### src/rtl/mul_err_monitor_if.sv
// Sample stream into the error monitor: one operand pair plus the approximate product under test.
interface mul_err_monitor_if;
  logic        in_valid;
  logic        in_ready;
  logic [7:0]  x;
  logic [7:0]  y;
  logic [15:0] z;

  modport master (output in_valid, output x, output y, output z, input in_ready);
  modport slave  (input in_valid, input x, input y, input z, output in_ready);
endinterface

### src/rtl/mul_err_monitor.sv
// Streaming error-distance statistics for an 8x8 approximate multiplier: over a run of
// n samples, counts erroneous products and tracks the summed and worst-case |x*y - z|.
module mul_err_monitor #(
  parameter int N_W   = 16,
  parameter int ACC_W = 32
) (
  input  logic               clk,
  input  logic               rst,
  input  logic               start,
  input  logic [N_W-1:0]     n_samples,
  mul_err_monitor_if.slave   smp,
  output logic               busy,
  output logic               done,
  output logic [N_W-1:0]     err_count,
  output logic [ACC_W-1:0]   sum_ed,
  output logic [15:0]        max_ed,
  output logic [7:0]         max_x,
  output logic [7:0]         max_y
);

  localparam logic [1:0] IDLE  = 2'd0;
  localparam logic [1:0] RUN   = 2'd1;
  localparam logic [1:0] DRAIN = 2'd2;
  localparam logic [1:0] DONE  = 2'd3;

  logic [1:0]       state_q, state_d;
  logic [N_W-1:0]   n_q, n_d;
  logic [N_W-1:0]   cnt_q, cnt_d;

  logic             in_ready;
  logic             accept;
  logic             start_ok;

  // Stage 1: captured sample
  logic             v1_q;
  logic [7:0]       x1_q, y1_q;
  logic [15:0]      z1_q;

  // Stage 2: error distance
  logic [15:0]      exact;
  logic [15:0]      ed;
  logic             v2_q;
  logic [15:0]      ed2_q;
  logic [7:0]       x2_q, y2_q;

  // Stage 3: statistics
  logic [N_W-1:0]   err_q, err_d;
  logic [ACC_W-1:0] sum_q, sum_d;
  logic [ACC_W:0]   sum_ext;
  logic [15:0]      maxed_q, maxed_d;
  logic [7:0]       maxx_q, maxx_d;
  logic [7:0]       maxy_q, maxy_d;

  assign in_ready     = (state_q == RUN) && (cnt_q < n_q);
  assign smp.in_ready = in_ready;
  assign accept       = smp.in_valid & in_ready;
  assign start_ok     = start && ((state_q == IDLE) || (state_q == DONE));

  always_comb begin
    state_d = state_q;
    n_d     = n_q;
    cnt_d   = cnt_q;
    case (state_q)
      IDLE, DONE: begin
        if (start) begin
          n_d     = n_samples;
          cnt_d   = '0;
          state_d = (n_samples == '0) ? DONE : RUN;
        end
      end
      RUN: begin
        if (accept) begin
          cnt_d = cnt_q + N_W'(1);
          if (cnt_q + N_W'(1) == n_q) state_d = DRAIN;
        end
      end
      DRAIN: begin
        // Stage 2 still holds the last sample on this edge; stage 3 absorbs it concurrently.
        if (!v1_q) state_d = DONE;
      end
      default: state_d = IDLE;
    endcase
  end

  always_comb begin
    exact = 16'(x1_q) * 16'(y1_q);
    ed    = (exact >= z1_q) ? (exact - z1_q) : (z1_q - exact);
  end

  always_comb begin
    err_d   = err_q;
    sum_d   = sum_q;
    maxed_d = maxed_q;
    maxx_d  = maxx_q;
    maxy_d  = maxy_q;
    sum_ext = {1'b0, sum_q} + (ACC_W+1)'(ed2_q);
    if (start_ok) begin
      err_d   = '0;
      sum_d   = '0;
      maxed_d = '0;
      maxx_d  = '0;
      maxy_d  = '0;
    end else if (v2_q) begin
      if (ed2_q != '0) err_d = err_q + N_W'(1);
      sum_d = sum_ext[ACC_W] ? '1 : sum_ext[ACC_W-1:0];
      // Strict compare so the earliest sample wins a tie.
      if (ed2_q > maxed_q) begin
        maxed_d = ed2_q;
        maxx_d  = x2_q;
        maxy_d  = y2_q;
      end
    end
  end

  always_ff @(posedge clk) begin
    if (rst) begin
      state_q <= IDLE;
      n_q     <= '0;
      cnt_q   <= '0;
      v1_q    <= 1'b0;
      x1_q    <= '0;
      y1_q    <= '0;
      z1_q    <= '0;
      v2_q    <= 1'b0;
      ed2_q   <= '0;
      x2_q    <= '0;
      y2_q    <= '0;
      err_q   <= '0;
      sum_q   <= '0;
      maxed_q <= '0;
      maxx_q  <= '0;
      maxy_q  <= '0;
    end else begin
      state_q <= state_d;
      n_q     <= n_d;
      cnt_q   <= cnt_d;
      v1_q    <= accept;
      if (accept) begin
        x1_q <= smp.x;
        y1_q <= smp.y;
        z1_q <= smp.z;
      end
      v2_q <= v1_q;
      if (v1_q) begin
        ed2_q <= ed;
        x2_q  <= x1_q;
        y2_q  <= y1_q;
      end
      err_q   <= err_d;
      sum_q   <= sum_d;
      maxed_q <= maxed_d;
      maxx_q  <= maxx_d;
      maxy_q  <= maxy_d;
    end
  end

  assign busy      = (state_q == RUN) || (state_q == DRAIN);
  assign done      = (state_q == DONE);
  assign err_count = err_q;
  assign sum_ed    = sum_q;
  assign max_ed    = maxed_q;
  assign max_x     = maxx_q;
  assign max_y     = maxy_q;

endmodule

### src/flat_wrapper.sv
// flat-port wrapper written by rule: the top's interface ports become plain ports
module mul_err_monitor_flat 
#(
  parameter int N_W   = 16,
  parameter int ACC_W = 32
)
  (clk, rst, start, n_samples, busy, done, err_count, sum_ed, max_ed, max_x, max_y, smp_in_valid, smp_x, smp_y, smp_z, smp_in_ready);
  mul_err_monitor_if smp_i ();
  input  logic clk;
  input  logic rst;
  input  logic start;
  input  logic [N_W-1:0] n_samples;
  output logic busy;
  output logic done;
  output logic [N_W-1:0] err_count;
  output logic [ACC_W-1:0] sum_ed;
  output logic [15:0] max_ed;
  output logic [7:0] max_x;
  output logic [7:0] max_y;
  input wire logic [$bits(smp_i.in_valid)-1:0] smp_in_valid;
  input wire logic [$bits(smp_i.x)-1:0] smp_x;
  input wire logic [$bits(smp_i.y)-1:0] smp_y;
  input wire logic [$bits(smp_i.z)-1:0] smp_z;
  output wire logic [$bits(smp_i.in_ready)-1:0] smp_in_ready;
  assign smp_i.in_valid = smp_in_valid;
  assign smp_i.x = smp_x;
  assign smp_i.y = smp_y;
  assign smp_i.z = smp_z;
  assign smp_in_ready = smp_i.in_ready;
  mul_err_monitor #(.N_W(N_W), .ACC_W(ACC_W)) u_core (.clk(clk), .rst(rst), .start(start), .n_samples(n_samples), .smp(smp_i), .busy(busy), .done(done), .err_count(err_count), .sum_ed(sum_ed), .max_ed(max_ed), .max_x(max_x), .max_y(max_y));
endmodule
### config.mk
export PLATFORM = sky130hd
export DESIGN_NAME = mul_err_monitor_flat
export DESIGN_NICKNAME = d
export VERILOG_FILES = /design/src/rtl/mul_err_monitor_if.sv /design/src/rtl/mul_err_monitor.sv /design/src/flat_wrapper.sv
export SDC_FILE = /design/constraint.sdc
export NUM_CORES = 1
export LEC_CHECK = 0
export ABC_AREA = 1
export BUFFER_PORTS_ARGS = -buffer_cell sky130_fd_sc_hd__buf_2
export CAP_MARGIN = 20
export CELL_PAD_IN_SITES_DETAIL_PLACEMENT = 2
export CELL_PAD_IN_SITES_GLOBAL_PLACEMENT = 2
export CORE_AREA = 2 2 201 203
export DETAILED_ROUTE_END_ITERATION = 8
export DIE_AREA = 0 0 203 205
export PLACE_DENSITY_LB_ADDON = 0.1
export SLEW_MARGIN = 20
export SYNTH_ARGS = -nofsm -noshare
export SYNTH_HDL_FRONTEND = slang
export SYNTH_SLANG_ARGS = --single-unit
### constraint.sdc
create_clock -name clk -period 7.36 [get_ports clk]
set_input_delay 0 -clock clk [delete_from_list [all_inputs] [get_ports clk]]
set_output_delay 0 -clock clk [all_outputs]
set_load 0.005 [all_outputs]
=== Yosys cells after proc, flatten, opt, wreduce, memory -nomap -nowiden ===
Index checks and enable logic that the tools add are counted.

* $mul: 1
* Reductions and logical operators: 15
* Equality and inequality tests: 8
* Add/subtract/negate cells: 5
* Bitwise operators: 1
* Multiplexer cells: 11
* $lt $le $gt $ge: 3

{| class="wikitable"
|+ Operators with widths
! cell !! number
|-
| two-way mux 16 bit || 3
|-
| adder 32 x 16 -> 33 bit || 1
|-
| adder 16 x 1 -> 16 bit (second input constant) || 2
|-
| two-way mux 32 bit || 1
|-
| one-hot mux 16 bit (2 select lines) || 1
|-
| subtractor 16 bit || 2
|-
| equality test 16 bit || 1
|-
| >= comparator 16 bit || 1
|-
| greater-than comparator 16 bit || 1
|-
| zero test 16 bit || 1
|-
| less-than comparator 16 bit || 1
|-
| multiplier 8 x 8 -> 16 bit || 1
|-
| nonzero test 16 bit || 1
|-
| two-way mux 2 bit || 5
|-
| inequality test 2 bit (second input constant) || 3
|-
| one-hot mux 2 bit (3 select lines) || 1
|-
| AND reduction 2 bit || 3
|-
| equality test 2 bit (second input constant) || 2
|-
| AND reduction 4 bit || 1
|-
| OR reduction 2 bit || 2
|-
| AND reduction 3 bit || 1
|-
| equality test 2 x 1 -> 1 bit (second input constant) || 1
|-
| logical AND 1 bit || 2
|-
| zero test 2 bit || 1
|-
| 4 further kinds || 5
|}

* Output and inout bits: 83
* Word-level logic and storage cells: 60
* Register bits: 180

=== Longest topological paths before layout ===
* Depth in word-level cells: 5
* Depth in mapped cells: 34

=== Worst setup path after synthesis ===
Ideal clock, no wire load.

* Path type: reg-to-reg
* From: register u_core.y1_q[7]
* To: register u_core.ed2_q[5]
* Slack: 1.573 ns
* Period minus slack after synthesis: 5.787 ns
* Data required time: 7.244 ns
* Cell stages (with the launch flop): 33
* Library setup time: 0.116 ns
* Arrival time: 5.671 ns
* Cell sequence: dfxtp_1 clkbuf_1 nand2_1 fa_1 fa_1 inv_1 fa_1 inv_1 fa_1 inv_1 ha_1 inv_1 nor3_1 a21oi_1 o21ai_0 a21oi_1 o21bai_1 xor2_1 inv_1 ha_1 clkbuf_1 nand2_1 nor2_1 inv_1 nor2_1 nor3_2 nand2_4 inv_2 buf_6 nand2_1 nand3_1 o211ai_1 inv_1

* Word-level cells in the longest chain between the ends: 3

{| class="wikitable"
|+ RTL lines
! element !! RTL line !! RTL
|-
| start, declared || mul_err_monitor.sv:36 || <nowiki>logic [7:0] x1_q, y1_q;</nowiki>
|-
| start signal, assigned || mul_err_monitor.sv:140 || <nowiki>y1_q <= smp.y;</nowiki>
|-
| multiplier 8 x 8 -> 16 bit || mul_err_monitor.sv:86 || <nowiki>exact = 16'(x1_q) * 16'(y1_q);</nowiki>
|-
| >= comparator 16 bit || mul_err_monitor.sv:87 || <nowiki>ed = (exact >= z1_q) ? (exact - z1_q) : (z1_q - exact);</nowiki>
|-
| two-way mux 16 bit || mul_err_monitor.sv:87 ||
|-
| end signal, assigned || mul_err_monitor.sv:125 || <nowiki>ed2_q <= '0;</nowiki>
|-
| end signal, assigned || mul_err_monitor.sv:145 || <nowiki>ed2_q <= ed;</nowiki>
|-
| end, declared || mul_err_monitor.sv:43 || <nowiki>logic [15:0] ed2_q;</nowiki>
|}

No other way between the ends.
A chain may end at the register's enable or synchronous reset.

=== Worst setup path after layout ===
* From: register u_core.y1_q[7]
* To: register u_core.ed2_q[10]

* Word-level cells in the longest chain between the ends: 3
* Elaborated cells on any way between the ends: 5
* Those cells by class: add/sub: 2; mul: 1; order compare: 1; mux: 1

{| class="wikitable"
|+ RTL lines
! element !! RTL line
|-
| multiplier 8 x 8 -> 16 bit * || mul_err_monitor.sv:86
|-
| subtractor 16 bit or >= comparator 16 bit (tied branches) || mul_err_monitor.sv:87
|-
| two-way mux 16 bit * || mul_err_monitor.sv:87
|}

Every way passes the cells marked *; elsewhere a longest branch is shown, timed or not.

==> summary.txt <==
Logic synthesis
  – Most used standard cell by instance count after synthesis: sky130_fd_sc_hd__nand2_1
  – Count of cell types in the netlist: 54
  – Commonest cells in the netlist: 392 x sky130_fd_sc_hd__nand2_1, 322 x sky130_fd_sc_hd__inv_1, 205 x sky130_fd_sc_hd__a21oi_1, 180 x sky130_fd_sc_hd__dfxtp_1, 129 x sky130_fd_sc_hd__nand3_1
  – Sequential element share of the synthesized area: 0.271
  – Yosys synthesis warning count: 0
  – Syn Inst Count: 1,913
  – EDFF count, synth: 0
  – Synthesized Nets: 2,125
  – Main area contributors after synthesis: sky130_fd_sc_hd__dfxtp_1 27%, sky130_fd_sc_hd__ha_1 11%, sky130_fd_sc_hd__nand2_1 11%, sky130_fd_sc_hd__inv_1 9.1%, sky130_fd_sc_hd__a21oi_1 7.7%
  – Combined area of all synthesized cells: 13,300 um^2
  – Avg Cell Area, Syn: 6.94 um^2
  – Cell taking the most area after synthesis: sky130_fd_sc_hd__dfxtp_1
  – FFs w/ async S/R, synth: 0
  – Most used flip-flop cell after synthesis: sky130_fd_sc_hd__dfxtp_1
  – Yosys top cell area share: 0.271
  – Flops & latches, synth: 180

Worst setup path
  – Delay of the slowest cell on the worst path: 0.57 ns
  – Path type of the worst setup path: flip-flop to flip-flop
  – Source of the critical timing path: u_core.y1_q[7]$_SDFFE_PP0P_
  – Reg-to-reg setup timing slack: 0.93 ns
  – Launch instance of the worst register-to-register path: u_core.y1_q[7]$_SDFFE_PP0P_
  – Critical-path top delay cell: sky130_fd_sc_hd__fa_1
  – Reg-to-reg endpoint: u_core.ed2_q[10]$_SDFFE_PP0P_
  – Critical path endpoint category: flip-flop
  – Worst Setup Start Kind: flip-flop
  – Maximum net fanout on the critical path: 18
  – Data required time of the critical path: 7.72 ns
  – Most used cell, CP: sky130_fd_sc_hd__inv_1
  – Worst-case reg-to-reg path depth: 29
  – CP Data Arrival Time: 6.80 ns

Cells and area
  – Total number of nets in the final design: 2,253
  – Share of post-route cells with drive strength above 1: 0.105
  – Number of cells in the finished layout apart from fillers: 2,579
  – Post-Layout Inst Area: 15,400 um^2
  – Number of diodes: 0
  – Post-Route Utilization: 0.391
  – Layout area overhead: 15.9%
  – Number of filler cells placed in the layout: 4,731

CTS
  – Cell at the root of the clock tree: sky130_fd_sc_hd__clkbuf_16
  – CTS tree: yes
  – # clock sinks: 180
  – Inserted Clock Buffers: 17
  – Latest clock arrival within the worst-skew pair: 0.47 ns
  – CTS clock-pin slew for the worst setup and hold paths: 0.08 ns
  – Htree depth: 4
  – Clock Path Buffers: 2

Power
  – Worst ir drop on vdd: 0.200 mV
  – Leakage power total: 7.59 nW
  – Power Total: 5.09 mW
  – Power per standard cell area: 330 nW/um^2

Floorplan
  – # IOs: 135
  – Placeable core area: 39,400 um^2
  – Number of rows in the core area: 73
  – Die ar.: 41,600 um^2
  – Die height: 205 um
  – Initial cell density of the core: 0.337
  – Die span in x: 203 um

Global routing
  – Total overflow reported by the global router: 0
  – Number of global-route vias before repair: 13,800
  – Maximum number of pins on one net before global-route repair: 65
  – Aggregate global-route resource usage: 0.230
  – Wire length of the first global-routing pass: 75,600 um
  – Antenna violations before repair: 0

Timing
  – Final slew viol count: 0
  – Final critical delay including setup and external delays: 6.43 ns
  – Transition time at the pin with the least slew margin: 0.932 ns
  – Highest Clock Rate: 0.155 GHz
  – Fraction of the cycle the final worst path needs: 0.874
  – Unrepaired setup endpoints after global routing: no
  – Setup TNS: 0 ns
  – Relative max-transition margin: 0.377
  – Final count of negative-setup-slack endpoints: 0
  – Number of hold violations in the final report: 0
  – Clock skew after layout: 0.0130 ns

Place
  – Gpl congestion: 0.829
  – Placement Cell Area: 14,300 um^2
  – Port bufs: 134
  – Placed insts: 2,496
  – HPWL after detailed placement: 35,200 um

Route
  – Total wire length after detailed routing: 46,400 um
  – Vias: 13,000
  – Length of the first detailed-routing pass in iterations: 5
  – Via count normalized by instance count: 5.04
  – Number of design-rule violations left by the first detailed-router iteration: 537
  – Drc violations: 0
  – Antenna-violating nets left: 0
  – Drt wl/cell: 18.0 um

Job
  – Max-cap violation count: 0

Hold path
  – Worst min-delay path endpoint: u_core.n_q[5]$_SDFFE_PP0P_
  – Hold path start: start
  – Cell depth of the worst min-delay path: 4
  – Class of the tightest hold or removal check: input pin to flip-flop

Outcome
  – Run status: finished, final reports clean
[worst max-delay path by stage]
stage | end | slack [ns] | cells past startpoint
3_5_place_dp | u_core.ed2_q[10]$_SDFFE_PP0P_ | 0.89 | 29
2_1_floorplan | u_core.ed2_q[5]$_SDFFE_PP0P_ | 1.57 | 32
3_3_place_gp | u_core.ed2_q[9]$_SDFFE_PP0P_ | 1.14 | 29
5_1_grt | u_core.ed2_q[10]$_SDFFE_PP0P_ | 0.44 | 29
4_1_cts | u_core.ed2_q[10]$_SDFFE_PP0P_ | 0.88 | 29
6_report | u_core.ed2_q[10]$_SDFFE_PP0P_ | 0.93 | 29
[metrics by stage]
stage               hold slack [ns]  setup WS, ns
finish                        0.104         0.926
global placement              0.281          1.14
global route                  0.133         0.443
floorplan                     0.161          1.57
CTS                          0.0800         0.878
detailed placement            0.296         0.887
[layer usage]
| metal | wire (um) | track usage |
|---|---|---|
| met1 | 22300 | 0.303 |
| met2 | 22500 | 0.400 |
| met3 | 1080 | 0.0288 |
| met4 | 555 | 0.0503 |
| met5 | 0 | 0 |
[timing repair]
item / 4_1_cts / 5_1_grt
gates resized for setup: 0 / 0
hold endpoints to repair: 52 / 0
hold buffers: 51 / 0
buffers inserted: 0 / 0
[critical path: cells and delay by family, from the launching register on]
| family | cells | cell delay [ns] |
|---|---|---|
| buf+inv | 8 | 0.65 |
| fa+ha+maj | 6 | 2.96 |
| simple gates | 9 | 1.17 |
| flops | 1 | 0.54 |
| xor+xnor | 1 | 0.21 |
| compound gates | 5 | 0.83 |
[cell families after synthesis]
kind of cell,Yosys count,synth area share
adders and majority gates,160,0.173
DFF,180,0.271
AOI/OAI and AO/OA,392,0.159
xor gates and xnor gates,68,0.0480
buffers and inverters,413,0.121
and+or+nand+nor,700,0.228
[sequential cells by signal, indices dropped and copies added, names as in the netlist]
name,flops
u_core.y2_q,8
u_core.max_y,8
u_core.max_x,8
u_core.y1_q,8
u_core.n_q,16
u_core.x2_q,8
u_core.v2_q,1
u_core.ed2_q,16
u_core.state_q,2
u_core.err_count,16
u_core.x1_q,8
u_core.sum_ed,32
u_core.z1_q,16
u_core.v1_q,1
u_core.cnt_q,16
u_core.max_ed,16
[area by class of cell]
class / instances / area, um^2 / area share
inverters: 327 / 1230 / 0.0797
multi-input cells: 1320 / 8080 / 0.524
flip-flops and latches: 180 / 3600 / 0.234
clock inverters: 12 / 106 / 0.00691
clock buffers: 20 / 467 / 0.0303
well taps: 525 / 657 / 0.0427
repair buffers: 195 / 1260 / 0.0821
[where the power goes]
part / switching [mW] / total (mW) / internal, mW
Sequential: 0.209 / 1.34 / 1.13
Clock: 0.472 / 0.945 / 0.473
Combinational: 1.89 / 2.81 / 0.915
Total: 2.57 / 5.09 / 2.52
[placed cells by master, fill, tap and decap left out, types with 4 or more instances in the layout]
master / netlist / routed
sky130_fd_sc_hd__a21o_1: 12 / 12
sky130_fd_sc_hd__a21oi_1: 205 / 204
sky130_fd_sc_hd__a31oi_1: 15 / 15
sky130_fd_sc_hd__buf_2: 15 / 134
sky130_fd_sc_hd__buf_4: 3 / 9
sky130_fd_sc_hd__clkbuf_16: 0 / 17
sky130_fd_sc_hd__dfxtp_1: 180 / 179
sky130_fd_sc_hd__dlygate4sd3_1: 0 / 51
sky130_fd_sc_hd__fa_1: 39 / 39
sky130_fd_sc_hd__ha_1: 121 / 121
sky130_fd_sc_hd__inv_1: 322 / 322
sky130_fd_sc_hd__inv_2: 3 / 4
sky130_fd_sc_hd__inv_6: 0 / 6
sky130_fd_sc_hd__nand2_1: 392 / 392
sky130_fd_sc_hd__nand2_2: 4 / 4
sky130_fd_sc_hd__nand3_1: 129 / 129
sky130_fd_sc_hd__nand4_1: 19 / 19
sky130_fd_sc_hd__nor2_1: 103 / 103
sky130_fd_sc_hd__nor2_2: 6 / 6
sky130_fd_sc_hd__nor3_1: 17 / 17
sky130_fd_sc_hd__nor3_2: 5 / 5
sky130_fd_sc_hd__nor3b_1: 4 / 4
sky130_fd_sc_hd__nor4_1: 7 / 7
sky130_fd_sc_hd__o211ai_1: 11 / 11
sky130_fd_sc_hd__o21ai_0: 114 / 114
sky130_fd_sc_hd__o21ai_1: 14 / 14
sky130_fd_sc_hd__o21bai_1: 5 / 5
sky130_fd_sc_hd__or2_2: 5 / 5
sky130_fd_sc_hd__xnor2_1: 15 / 15
sky130_fd_sc_hd__xor2_1: 50 / 50
(Power assumes the default switching activity.)
